### src/rtl/traffic_pkg.sv
// Definitions shared between the traffic light controller and its sensor
// front end: light encoding and the debounce state encoding.
package traffic_pkg;

  localparam logic [1:0] RED    = 2'd0;
  localparam logic [1:0] YELLOW = 2'd1;
  localparam logic [1:0] GREEN  = 2'd2;

  typedef enum logic [1:0] {
    DB_LOW,
    DB_RISE_CHK,
    DB_HIGH,
    DB_FALL_CHK
  } db_state_e;

endpackage

### src/rtl/sensor_debouncer.sv
// Two-flop synchroniser plus debounce FSM for the vehicle loop sensor.
// Emits a single-cycle arrive pulse per debounced rising level.
module sensor_debouncer
  import traffic_pkg::*;
#(
  parameter int DEBOUNCE_CYCLES = 4
) (
  input  logic clk,
  input  logic clear,
  input  logic din,
  output logic arrive
);

  localparam int CW = $clog2(DEBOUNCE_CYCLES + 1);
  localparam logic [CW-1:0] CNT_ONE = CW'(1);
  localparam logic [CW-1:0] CNT_MAX = CW'(DEBOUNCE_CYCLES);

  logic          sync1_q;
  logic          s_sync_q;
  db_state_e     state_q, state_d;
  logic [CW-1:0] cnt_q, cnt_d;

  // NOTE: clocked state uses non-blocking assignments so every flop samples
  // the pre-edge value of its source, which is what makes the sync chain a chain.
  always_ff @(posedge clk or negedge clear) begin
    if (!clear) begin
      sync1_q  <= 1'b0;
      s_sync_q <= 1'b0;
      state_q  <= DB_LOW;
      cnt_q    <= '0;
    end else begin
      sync1_q  <= din;
      s_sync_q <= sync1_q;
      state_q  <= state_d;
      cnt_q    <= cnt_d;
    end
  end

  // NOTE: every output of this block gets a default first, so no path can
  // leave a value unassigned and infer a latch.
  always_comb begin
    state_d = state_q;
    cnt_d   = cnt_q;
    arrive  = 1'b0;
    case (state_q)
      DB_LOW: begin
        if (s_sync_q) begin
          state_d = DB_RISE_CHK;
          cnt_d   = CNT_ONE;
        end
      end
      DB_RISE_CHK: begin
        if (!s_sync_q) begin
          state_d = DB_LOW;
          cnt_d   = '0;
        end else if (cnt_q == CNT_MAX) begin
          state_d = DB_HIGH;
          cnt_d   = '0;
          arrive  = 1'b1;
        end else begin
          cnt_d = cnt_q + CNT_ONE;
        end
      end
      DB_HIGH: begin
        if (!s_sync_q) begin
          state_d = DB_FALL_CHK;
          cnt_d   = CNT_ONE;
        end
      end
      DB_FALL_CHK: begin
        // A bounce back high while leaving is the same car, not a new one.
        if (s_sync_q) begin
          state_d = DB_HIGH;
          cnt_d   = '0;
        end else if (cnt_q == CNT_MAX) begin
          state_d = DB_LOW;
          cnt_d   = '0;
        end else begin
          cnt_d = cnt_q + CNT_ONE;
        end
      end
      default: begin
        state_d = DB_LOW;
        cnt_d   = '0;
      end
    endcase
  end

endmodule

### src/rtl/vehicle_sensor_conditioner.sv
// Country-road car queue: counts debounced arrivals, retires cars during
// CR green, and drives the registered car-waiting request X.
module vehicle_sensor_conditioner
  import traffic_pkg::*;
#(
  parameter int DEBOUNCE_CYCLES = 4,
  parameter int SERVICE_CYCLES  = 3,
  parameter int MAX_CARS        = 7,
  parameter int CNT_W           = 3
) (
  input  logic             clk,
  input  logic             clear,
  input  logic             sensor_raw,
  input  logic [1:0]       CR,
  output logic             X,
  output logic [CNT_W-1:0] car_count,
  output logic             overflow
);

  localparam int SW = $clog2(SERVICE_CYCLES + 1);
  localparam logic [SW-1:0]    SVC_ONE  = SW'(1);
  localparam logic [SW-1:0]    SVC_LAST = SW'(SERVICE_CYCLES - 1);
  localparam logic [CNT_W-1:0] CNT_ONE  = CNT_W'(1);
  localparam logic [CNT_W-1:0] CNT_MAX  = CNT_W'(MAX_CARS);

  logic             arrive;
  logic             depart;
  logic             green;
  logic [CNT_W-1:0] count_q, count_d;
  logic             ovf_q, ovf_d;
  logic             x_q, x_d;
  logic [SW-1:0]    svc_q, svc_d;

  sensor_debouncer #(
    .DEBOUNCE_CYCLES(DEBOUNCE_CYCLES)
  ) u_debouncer (
    .clk   (clk),
    .clear (clear),
    .din   (sensor_raw),
    .arrive(arrive)
  );

  always_ff @(posedge clk or negedge clear) begin
    if (!clear) begin
      count_q <= '0;
      ovf_q   <= 1'b0;
      x_q     <= 1'b0;
      svc_q   <= '0;
    end else begin
      count_q <= count_d;
      ovf_q   <= ovf_d;
      x_q     <= x_d;
      svc_q   <= svc_d;
    end
  end

  always_comb begin
    // The illegal code 3 falls out as not-green here.
    green  = (CR == GREEN);
    depart = green && (count_q != '0) && (svc_q == SVC_LAST);

    // Partial service is dropped whenever the green phase or the queue ends.
    if (!green || (count_q == '0) || depart) svc_d = '0;
    else                                     svc_d = svc_q + SVC_ONE;

    count_d = count_q;
    ovf_d   = ovf_q;
    case ({arrive, depart})
      2'b10: begin
        if (count_q == CNT_MAX) ovf_d   = 1'b1;
        else                    count_d = count_q + CNT_ONE;
      end
      2'b01:   count_d = count_q - CNT_ONE;
      default: ;
    endcase

    x_d = (count_d != '0);
  end

  assign X         = x_q;
  assign car_count = count_q;
  assign overflow  = ovf_q;

endmodule

### config.mk
export PLATFORM = sky130hd
export DESIGN_NAME = vehicle_sensor_conditioner
export DESIGN_NICKNAME = d
export VERILOG_FILES = /design/src/rtl/traffic_pkg.sv /design/src/rtl/sensor_debouncer.sv /design/src/rtl/vehicle_sensor_conditioner.sv
export SDC_FILE = /design/constraint.sdc
export NUM_CORES = 1
export LEC_CHECK = 0
export BUFFER_PORTS_ARGS = -buffer_cell sky130_fd_sc_hd__buf_2
export CAP_MARGIN = 10
export CORE_ASPECT_RATIO = 1.25
export CORE_UTILIZATION = 45
export DETAILED_ROUTE_END_ITERATION = 12
export PLACE_DENSITY = 0.66
export SLEW_MARGIN = 20
export SYNTH_ARGS = -nofsm -noshare
export SYNTH_HDL_FRONTEND = slang
export SYNTH_SLANG_ARGS = --single-unit
### constraint.sdc
create_clock -name clk -period 2.6 [get_ports clk]
set_input_delay 0.26 -clock clk [delete_from_list [all_inputs] [get_ports clk]]
set_output_delay 0.26 -clock clk [all_outputs]
set_load 0.02 [all_outputs]
==> results.md, run 1 <==
- Setup violators final: 0
- Synthesized flop and latch total: 14
- EDFF count, synth: 0
- CTS buffer count: 3
- Buf/Inv on CP: 1
- Mapped Nets: 83
- ANT cells: 0
- Drt pass-1 iters: 4
- Status: completed
- Total track usage: 15.3%
- Final #Nets: 98
- Worst hold margin: 84.1 ps
- Max_cap viols: 0
- Layout overhead on the synthesized area: 15.2%
- Pleak: 0.438 nW
- FF-to-FF path depth: 8
- Number of distinct library cells after synthesis: 30
- Vias in the first global route: 473
- Die width: 38.4 um
- Synth warn: 0
- Routed wire per std cell: 12.4 um
- WL final: 1.26 mm
- # clock sinks: 14
- Cell depth of the worst setup path: 8
- Pwr Density: 622 nW/um2
- Clock Skew: 1.37 ps
- Setup TNS: 0 ps
- Area contributors post-synth: dfrtp_1, ha_1, nand2_1
- Post-synthesis async set-or-reset flop share: 100%
- Synth Instances: 70
- Final hold violation count: 0
- Peak supply drop: 0.398 mV
- Antenna-violating nets left: 0
- Layout fillers: 134
- Crit path cell chain: inv_1, ha_1, nand3_2, or3b_4, ha_1, o21ai_0, nand4_1, nand4b_1
- CP Launch Type: flip-flop
- H-tree lvl count: 1
- DIE AREA: 1830 um2
- Dpl hpwl: 959 um
- Synth top area share: 46.9%
- FF-to-FF setup slack: 470 ps
- Pin count of the biggest net entering global routing: 15
- Syn_area_per_cell: 10.7 um2
- Area leader, netlist: dfrtp_1
- Worst-Margin Slew: 310 ps
- Gr ovfl total: 0
- Port buffer count: 9
- RSZ-0062 raised after global routing: no
- Family with the most delay on the worst path: simple AND/OR/NAND/NOR gates
- CP endpoint kind: flip-flop
- # DRC: 0
- CP peak stage delay: 410 ps
- CP Max Fanout: 6
- Top_reg_cell synth: dfrtp_1
- Final Cycle Share: 82.1%
- Fmax: 0.468 GHz
- Clk root buf: clkbuf_4
- GP Congestion: 0.675
- Clk_lat worst skew: 270 ps
- Worst EP required: 2750 ps
- Core box area: 1560 um2
- Area of the mapped netlist: 747 um2
- Antenna violations before repair: 0
- Ports: 10
- Slowest CP cell: or3b_4
- CTS Buffer Depth: 2
- Layout cells sized above 1: 23.8%
- Via count: 535
- Starting Density: 47.8%
- Via density: 5.25
- FF-to-FF End: X$_DFF_PN0_
- Sequential share of the synthesized area: 46.9%
- Pins Over Slew Limit: 0
- Reg2Reg Launch Point: u_debouncer.cnt_q[0]$_DFFE_PN0P_
- Critical path data arrival time: 2280 ps
- Most common cell in the synthesized netlist: dfrtp_1
- First-pass GRT wire length: 1.91 mm
- Critical Path End: X$_DFF_PN0_
- Die H: 47.6 um
- CP most frequent cell: ha_1
- CTS tree: done
- Setup Buffers After CTS: 0
- Row Count: 16
- Clock transition at path regs: 90 ps
- Worst hold path type: primary input to flip-flop
- Period minus WS final: 2130 ps
- First DRT Iteration DRCs: 2
- Slew headroom: 79.3%
- Crit. Startpoint: u_debouncer.cnt_q[0]$_DFFE_PN0P_
- Top post-synthesis cells by count: dfrtp_1, nand2_1, ha_1
- Worst setup path class: flip-flop to flip-flop
## state kept, by name, indices dropped and copies added (netlist names), named ones only
| register | flops |
|---|---|
| X | 1 |
| car_count | 3 |
| overflow | 1 |
| svc_q | 2 |
| u_debouncer.cnt_q | 3 |
| u_debouncer.s_sync_q | 1 |
| u_debouncer.state_q | 1 |
| u_debouncer.sync1_q | 1 |
## power by group
| group | switching (mW) | leakage [nW] | internal, mW |
|---|---|---|---|
| Sequential | 0.0309 | 0.185 | 0.247 |
| Combinational | 0.0541 | 0.232 | 0.0488 |
| Clock | 0.0697 | 0.0210 | 0.0851 |
| Total | 0.155 | 0.438 | 0.381 |
## worst reg2reg max path: cells and delay by family (launching register included)
kind	cells	cell delay (ps)
and+or+nand+nor	4	810
adders and majority gates	2	560
DFF	1	390
AOI/OAI and AO/OA	1	160
buffers and inverters	1	100
## per-stage QoR
stage / utilization (%) / area [um2] / setup WS (ps) / power (mW) / std cells
3_5_place_dp: 52.2 / 815 / 478 / 0.385 / 97
5_1_grt: 55.1 / 861 / 320 / 0.569 / 102
3_3_place_gp: 52.2 / 815 / 527 / 0.379 / 97
2_1_floorplan: - / 747 / 602 / 0.356 / 70
6_report: 55.1 / 861 / 465 / 0.536 / 102
4_1_cts: 55.1 / 861 / 463 / 0.544 / 102
## metal layers
metal / track usage (%) / vias to the layer above / routed length, um / part of all wire (%)
li1: - / 271 / - / -
met1: 19.6 / 254 / 607 / 48
met2: 24.7 / 8 / 619 / 49
met3: 4.19 / 2 / 25 / 2.0
met4: 6.21 / 0 / 9 / 0.71
met5: 0 / - / 0 / 0
## layout make-up
type                       instances  area, um2  share of cell area [%]
sequential                        14        350                    40.7
clock buffer                       4       36.3                    4.22
inverter                           8       30.0                    3.49
timing repair buffer              10       55.1                    6.40
multi-input combinational         48        367                    42.6
tap                               18       22.5                    2.62
## logic make-up after synthesis
family | after synthesis | share of synthesized area, %
buffers and inverters | 8 | 4.02
and+or+nand+nor | 26 | 21.8
adders and majority gates | 8 | 13.4
DFF | 14 | 46.9
AOI/OAI and AO/OA | 11 | 10.1
muxes | 1 | 1.51
xor gates and xnor gates | 2 | 2.35
## placed cells by master (no fill, tap or decap), types with 2 or more instances in the layout
cell      instances
clkbuf_4          3
nor3b_1           2
nor3_1            2
o21ai_0           2
ha_1              8
dfrtp_1          14
nand3b_1          3
buf_2             9
inv_1             7
nand2_1           9
a31o_2            2
## how the worst min path moves through the flow
stage          slack, ps  cells past startpoint                       endpoint        from
3_3_place_gp         160                      1             svc_q[1]$_DFF_PN0_       clear
4_1_cts               70                      1  u_debouncer.sync1_q$_DFF_PN0_  sensor_raw
3_5_place_dp         170                      1             svc_q[0]$_DFF_PN0_       clear
5_1_grt               70                      1  u_debouncer.sync1_q$_DFF_PN0_  sensor_raw
6_report              80                      1  u_debouncer.sync1_q$_DFF_PN0_  sensor_raw
2_1_floorplan        -40                      0                    X$_DFF_PN0_       clear
## what timing repair did
item,4_1_cts,5_1_grt
resized for setup,0,0
hold buffers,1,0
hold endpoints to repair,14,0
No activity file was read; power rests on OpenSTA's default activity.
==> run 2: changes to the inputs <==
Settings changed: ABC_AREA set to 1.
Clock period 2.6 ns to 2.05 ns, I/O delays scaled along.
==> run 2 against run 1 <==
Net effect: clock power grew 25%; sequential power grew 35%; first-iteration DRC count grew to 2.5 times the previous value; global-route usage shrank 0.73 points; die area grew 0.80%; final cell count grew 23%; routed wire length shrank 10%; largest power group unchanged.
==> results.md, run 2 <==
- DIE AREA: 1840 um2
- Setup violators final: 0
- Area leader, netlist: dfrtp_1
- Clock group share of total power: 24.0%
- # placed instances: 119
- CP Launch Type: flip-flop
- Core box area: 1560 um2
- Place WS: 127 ps
- Gr ovfl total: 0
- Worst EP required: 2210 ps
- Peak supply drop: 0.598 mV
- Commonest cells after routing, fill and taps aside: inv_1, nand2_1, dfrtp_1
- First-pass GRT wire length: 1.84 mm
- Pwr Density: 914 nW/um2
- Sw Ratio: 33.5%
- Layout cells sized above 1: 20.6%
- Dpl hpwl: 933 um
- Number of distinct library cells after synthesis: 16
- Syn_area_per_cell: 8.19 um2
- Total track usage: 14.6%
- Antenna violations before repair: 0
- Pleak: 0.480 nW
- CP Max Fanout: 3
- Internal Power: 0.538 mW
- Clk root buf: clkbuf_4
- Worst hold path type: primary input to flip-flop
- Period minus WS final: 1870 ps
- CTS Buffer Depth: 2
- Finished Layout Cells: 125
- First DRT Iteration DRCs: 5
- Final Cycle Share: 91.4%
- Layout fillers: 154
- Die H: 47.7 um
- Max_cap viols: 0
- Drt pass-1 iters: 4
- Clk_lat worst skew: 270 ps
- Top_reg_cell synth: dfrtp_1
- EDFF count, synth: 0
- WL final: 1.14 mm
- Pin count of the biggest net entering global routing: 15
- Starting Density: 48.2%
- Sequential share of the synthesized area: 46.5%
- Layout overhead on the synthesized area: 17.4%
- Status: completed
- Sw power: 0.271 mW
- Area of the mapped netlist: 753 um2
- Setup TNS: 0 ps
- Die width: 38.6 um
- Clock Skew: 7.44 ps
- Vias in the first global route: 492
- Comb pwr share: 29.4%
- Sequential share of power: 46.6%
- Beginning of the worst hold path: sensor_raw
- Worst setup path class: flip-flop to flip-flop
- Antenna-violating nets left: 0
- Area contributors post-synth: dfrtp_1, ha_1, inv_1
- Routed wire per std cell: 9.09 um
- CTS tree: done
- ANT cells: 0
- Critical path data arrival time: 2040 ps
- Final hold violation count: 0
- Top post-synthesis cells by count: inv_1, nand2_1, dfrtp_1
- Pins Over Slew Limit: 0
- Final Power: 0.809 mW
- Mapped Nets: 105
- Fmax: 0.534 GHz
- Ports: 10
- CP endpoint kind: flip-flop
- Slew headroom: 79.7%
- Row Count: 16
- Synth warn: 0
- Most common cell after layout, fill and taps aside: inv_1
- Post-synthesis async set-or-reset flop share: 100%
- H-tree lvl count: 1
- Via count: 569
- Port buffer count: 9
- Final #Nets: 121
- Final WS setup: 177 ps
- GP Congestion: 0.809
- Crit. Startpoint: u_debouncer.cnt_q[0]$_DFFE_PN0P_
- Worst-Margin Slew: 304 ps
- Synth top area share: 46.5%
- # DRC: 0
- # clock sinks: 14
- Clock transition at path regs: 90 ps
- Reg2Reg Launch Point: u_debouncer.cnt_q[0]$_DFFE_PN0P_
- Synthesized flop and latch total: 14
- Via density: 4.55
- Synth Instances: 92
- CTS buffer count: 3
==> run 2: path summary, 6_finish.rpt <==
check                      depth (start not counted)  slack (ps)                            endpoint
max in group asynchronous                          2        1470              car_count[2]$_DFF_PN0_
min                                                1          40       u_debouncer.sync1_q$_DFF_PN0_
min reg2reg                                        0         350      u_debouncer.s_sync_q$_DFF_PN0_
max                                               14         180                         X$_DFF_PN0_
min in group asynchronous                          2         340  u_debouncer.state_q[0]$_DFFE_PN0P_
max reg2reg                                       14         180                         X$_DFF_PN0_
==> run 2: cell families after synthesis <==
group	after synthesis	share of synthesized area (%)
DFF	14	46.5
AOI/OAI and AO/OA	6	4.32
adders and majority gates	8	13.3
and+or+nand+nor	40	23.3
xor gates and xnor gates	1	1.16
buffers and inverters	23	11.5
==> run 2: critical path: stages (launching register included) <==
cell and delay (ps):
dfrtp_1 400, inv_1 70, ha_2 180, nand2_2 70, nor2_4 110, inv_2 50
nor2_2 100, inv_1 60, ha_1 300, inv_1 100, nand2_1 70, nand2_1 70
nand2_2 60, nor2_1 90, nand2_1 50
==> run 2: cell type report <==
| cell class | instances | area (um2) | share of cell area, % |
|---|---|---|---|
| clock buffer | 4 | 36.3 | 4.10 |
| inverter | 23 | 86.3 | 9.76 |
| multi-input combinational | 55 | 327 | 36.9 |
| sequential | 14 | 350 | 39.6 |
| tap | 18 | 22.5 | 2.55 |
| timing repair buffer | 11 | 62.6 | 7.07 |
==> run 2: per-stage QoR <==
stage	area (um2)	hold slack [ps]	utilization, %
floorplan	753	-90.6	-
global placement	821	113	52.6
detailed placement	821	115	52.6
CTS	867	29.9	55.5
global route	885	21.0	56.7
finish	885	36.4	56.7
==> run 2: timing repair <==
action / in CTS / in global routing
gates resized for setup: 0 / 3
endpoints found under the hold margin: 14 / 0
hold buffers: 1 / 0
setup buffers: 0 / 1
setup endpoints to repair: 0 / 1
==> run 2: power by group through the flow <==
| stage | combinational [mW] | sequential (mW) | clock, mW |
|---|---|---|---|
| after floorplan | 0.146 | 0.392 | 0 |
| after global placement | 0.212 | 0.383 | 0 |
| after detailed placement | 0.215 | 0.384 | 0 |
| after CTS | 0.217 | 0.379 | 0.199 |
| after global routing | 0.271 | 0.384 | 0.214 |
| final | 0.238 | 0.376 | 0.194 |
==> run 2: routing by layer <==
metal  track usage (%)  wire length (um)  up-vias
met2              25.7               605        5
met4              6.21                 6        0
met3              4.19                27        2
met5                 0                 0        -
li1                  -                 -      310
met1              16.4               497      252
==> run 3: changes to the inputs <==
Settings changed: CORE_ASPECT_RATIO 1.25 to unset, CORE_UTILIZATION 45 to 54, PLACE_DENSITY 0.66 to unset, PLACE_DENSITY_LB_ADDON set to 0.15.
==> run 3 against run 2 <==
Net effect: clock power hardly changed; final cell count is 2.4% lower; count of clock-buffer cells in the layout unchanged; setup slack better by 27 ps; hold slack got worse by 4.1 ps; highest routed layer is now met3; routed wire length grew 9.7%; critical endpoint unchanged.
==> results.md, run 3 (synthesized netlist as in run 2, its figures left out) <==
- Total track usage: 19.9%
- # clock sinks: 14
- Slowest CP cell: dfrtp_1
- H-tree lvl count: 1
- Worst EP required: 2220 ps
- Routed wire per std cell: 10.2 um
- CP most frequent cell: nand2_1
- Post-place instance area: 817 um2
- CP endpoint kind: flip-flop
- Max_cap viols: 0
- Pwr Density: 896 nW/um2
- Via count: 580
- Crit path cell chain: inv_1, ha_1, nand2_1, nor2_2, inv_2, nor2_2, inv_1, ha_4, inv_2, nand2_1, nand2_1, nand2_2, nor2_1, nand2_1
- RSZ-0062 raised after global routing: no
- Fmax: 0.542 GHz
- Commonest cells after routing, fill and taps aside: nand2_1, inv_1, dfrtp_1
- GP Congestion: 0.757
- Final #Nets: 121
- Final hold violation count: 0
- Drt pass-1 iters: 4
- Clock Skew: 5.35 ps
- Clock transition at path regs: 80 ps
- First-pass GRT wire length: 1.97 mm
- ANT cells: 0
- Pins Over Slew Limit: 0
- Final Instance Area: 883 um2
- Port buffer count: 9
- CP peak stage delay: 420 ps
- Die H: 39.3 um
- Ports: 10
- WL final: 1.25 mm
- Clk root buf: clkbuf_4
- CTS Buffer Depth: 2
- # DRC: 0
- First DRT Iteration DRCs: 10
- Dpl hpwl: 989 um
- Pin count of the biggest net entering global routing: 15
- Peak supply drop: 0.553 mV
- Slew headroom: 79.8%
- Worst hold path type: primary input to flip-flop
- Worst-Margin Slew: 303 ps
- Core box area: 1300 um2
- Gr ovfl total: 0
- Layout cells sized above 1: 20.6%
- Worst hold margin: 32.3 ps
- Row Count: 13
- Die width: 39.3 um
- Pleak: 0.478 nW
- Via density: 4.75
- CTS buffer count: 3
- Antenna-violating nets left: 0
- CP Launch Type: flip-flop
- DIE AREA: 1550 um2
- Layout overhead on the synthesized area: 17.3%
- CTS tree: done
- Setup TNS: 0 ps
- Period minus WS final: 1850 ps
- Vias in the first global route: 517
- Clk_lat worst skew: 280 ps
- Setup violators final: 0
- Final Cycle Share: 90.0%
- Status: completed
- Worst setup path class: flip-flop to flip-flop
- CP Max Fanout: 4
- Starting Density: 57.9%
- Critical path data arrival time: 2010 ps
- Antenna violations before repair: 0
- Most common cell after layout, fill and taps aside: nand2_1
[run 3: through the flow]
| stage | worst slack, ps | util [%] | power [mW] | instances |
|---|---|---|---|---|
| 2_1_floorplan | 287 | - | 0.538 | 92 |
| 3_3_place_gp | 156 | 62.8 | 0.588 | 116 |
| 3_5_place_dp | 94.3 | 62.8 | 0.602 | 116 |
| 4_1_cts | 80.0 | 66.3 | 0.802 | 121 |
| 5_1_grt | 57.1 | 67.9 | 0.857 | 122 |
| 6_report | 204 | 67.9 | 0.791 | 122 |
[run 3: area by class of cell]
cell class | instances | area [um2]
clock buffers | 4 | 36.3
fillers | 116 | 418
inverters | 23 | 86.3
multi-input cells | 55 | 329
flip-flops and latches | 14 | 350
well taps | 15 | 18.8
repair buffers | 11 | 62.6
[run 3: power by group]
| group | switching, mW | leakage [nW] | internal [mW] | total [mW] |
|---|---|---|---|---|
| registers | 0.0473 | 0.178 | 0.330 | 0.377 |
| logic | 0.131 | 0.279 | 0.0870 | 0.218 |
| clock network | 0.0880 | 0.0210 | 0.108 | 0.196 |
| total | 0.266 | 0.478 | 0.525 | 0.791 |
[run 3: what timing repair did]
action                                  4_1_cts  5_1_grt
endpoints found under the hold margin        14        0
endpoints found under the setup margin        0        1
setup buffers                                 0        1
hold buffers                                  1        0
gates resized for setup                       0        2
[run 3: worst max-delay path: cells and delay by family, from the launching register on]
kind	cells	cell delay, ps
adder cells (fa/ha/maj)	2	380
flip-flops	1	420
buffers and inverters	4	250
AND/OR/NAND/NOR	8	690
[run 3: worst paths after layout]
kind,startpoint,end,slack (ps),cells past startpoint
worst min register to register,u_debouncer.sync1_q$_DFF_PN0_,u_debouncer.s_sync_q$_DFF_PN0_,360,0
worst min-delay path,sensor_raw,u_debouncer.sync1_q$_DFF_PN0_,30,1
worst max-delay path,u_debouncer.cnt_q[0]$_DFFE_PN0P_,X$_DFF_PN0_,200,14
min in group asynchronous,clear,async pin,360,2
worst max register to register,u_debouncer.cnt_q[0]$_DFFE_PN0P_,X$_DFF_PN0_,200,14
max in group asynchronous,clear,u_debouncer.cnt_q[0]$_DFFE_PN0P_,1460,2
[run 3: metal layers]
layer	wire (um)	GRT usage (%)	vias up
li1	-	-	308
met1	598	22.3	263
met2	621	34.2	9
met3	26	6.82	0
met4	0	7.76	0
met5	0	0	-
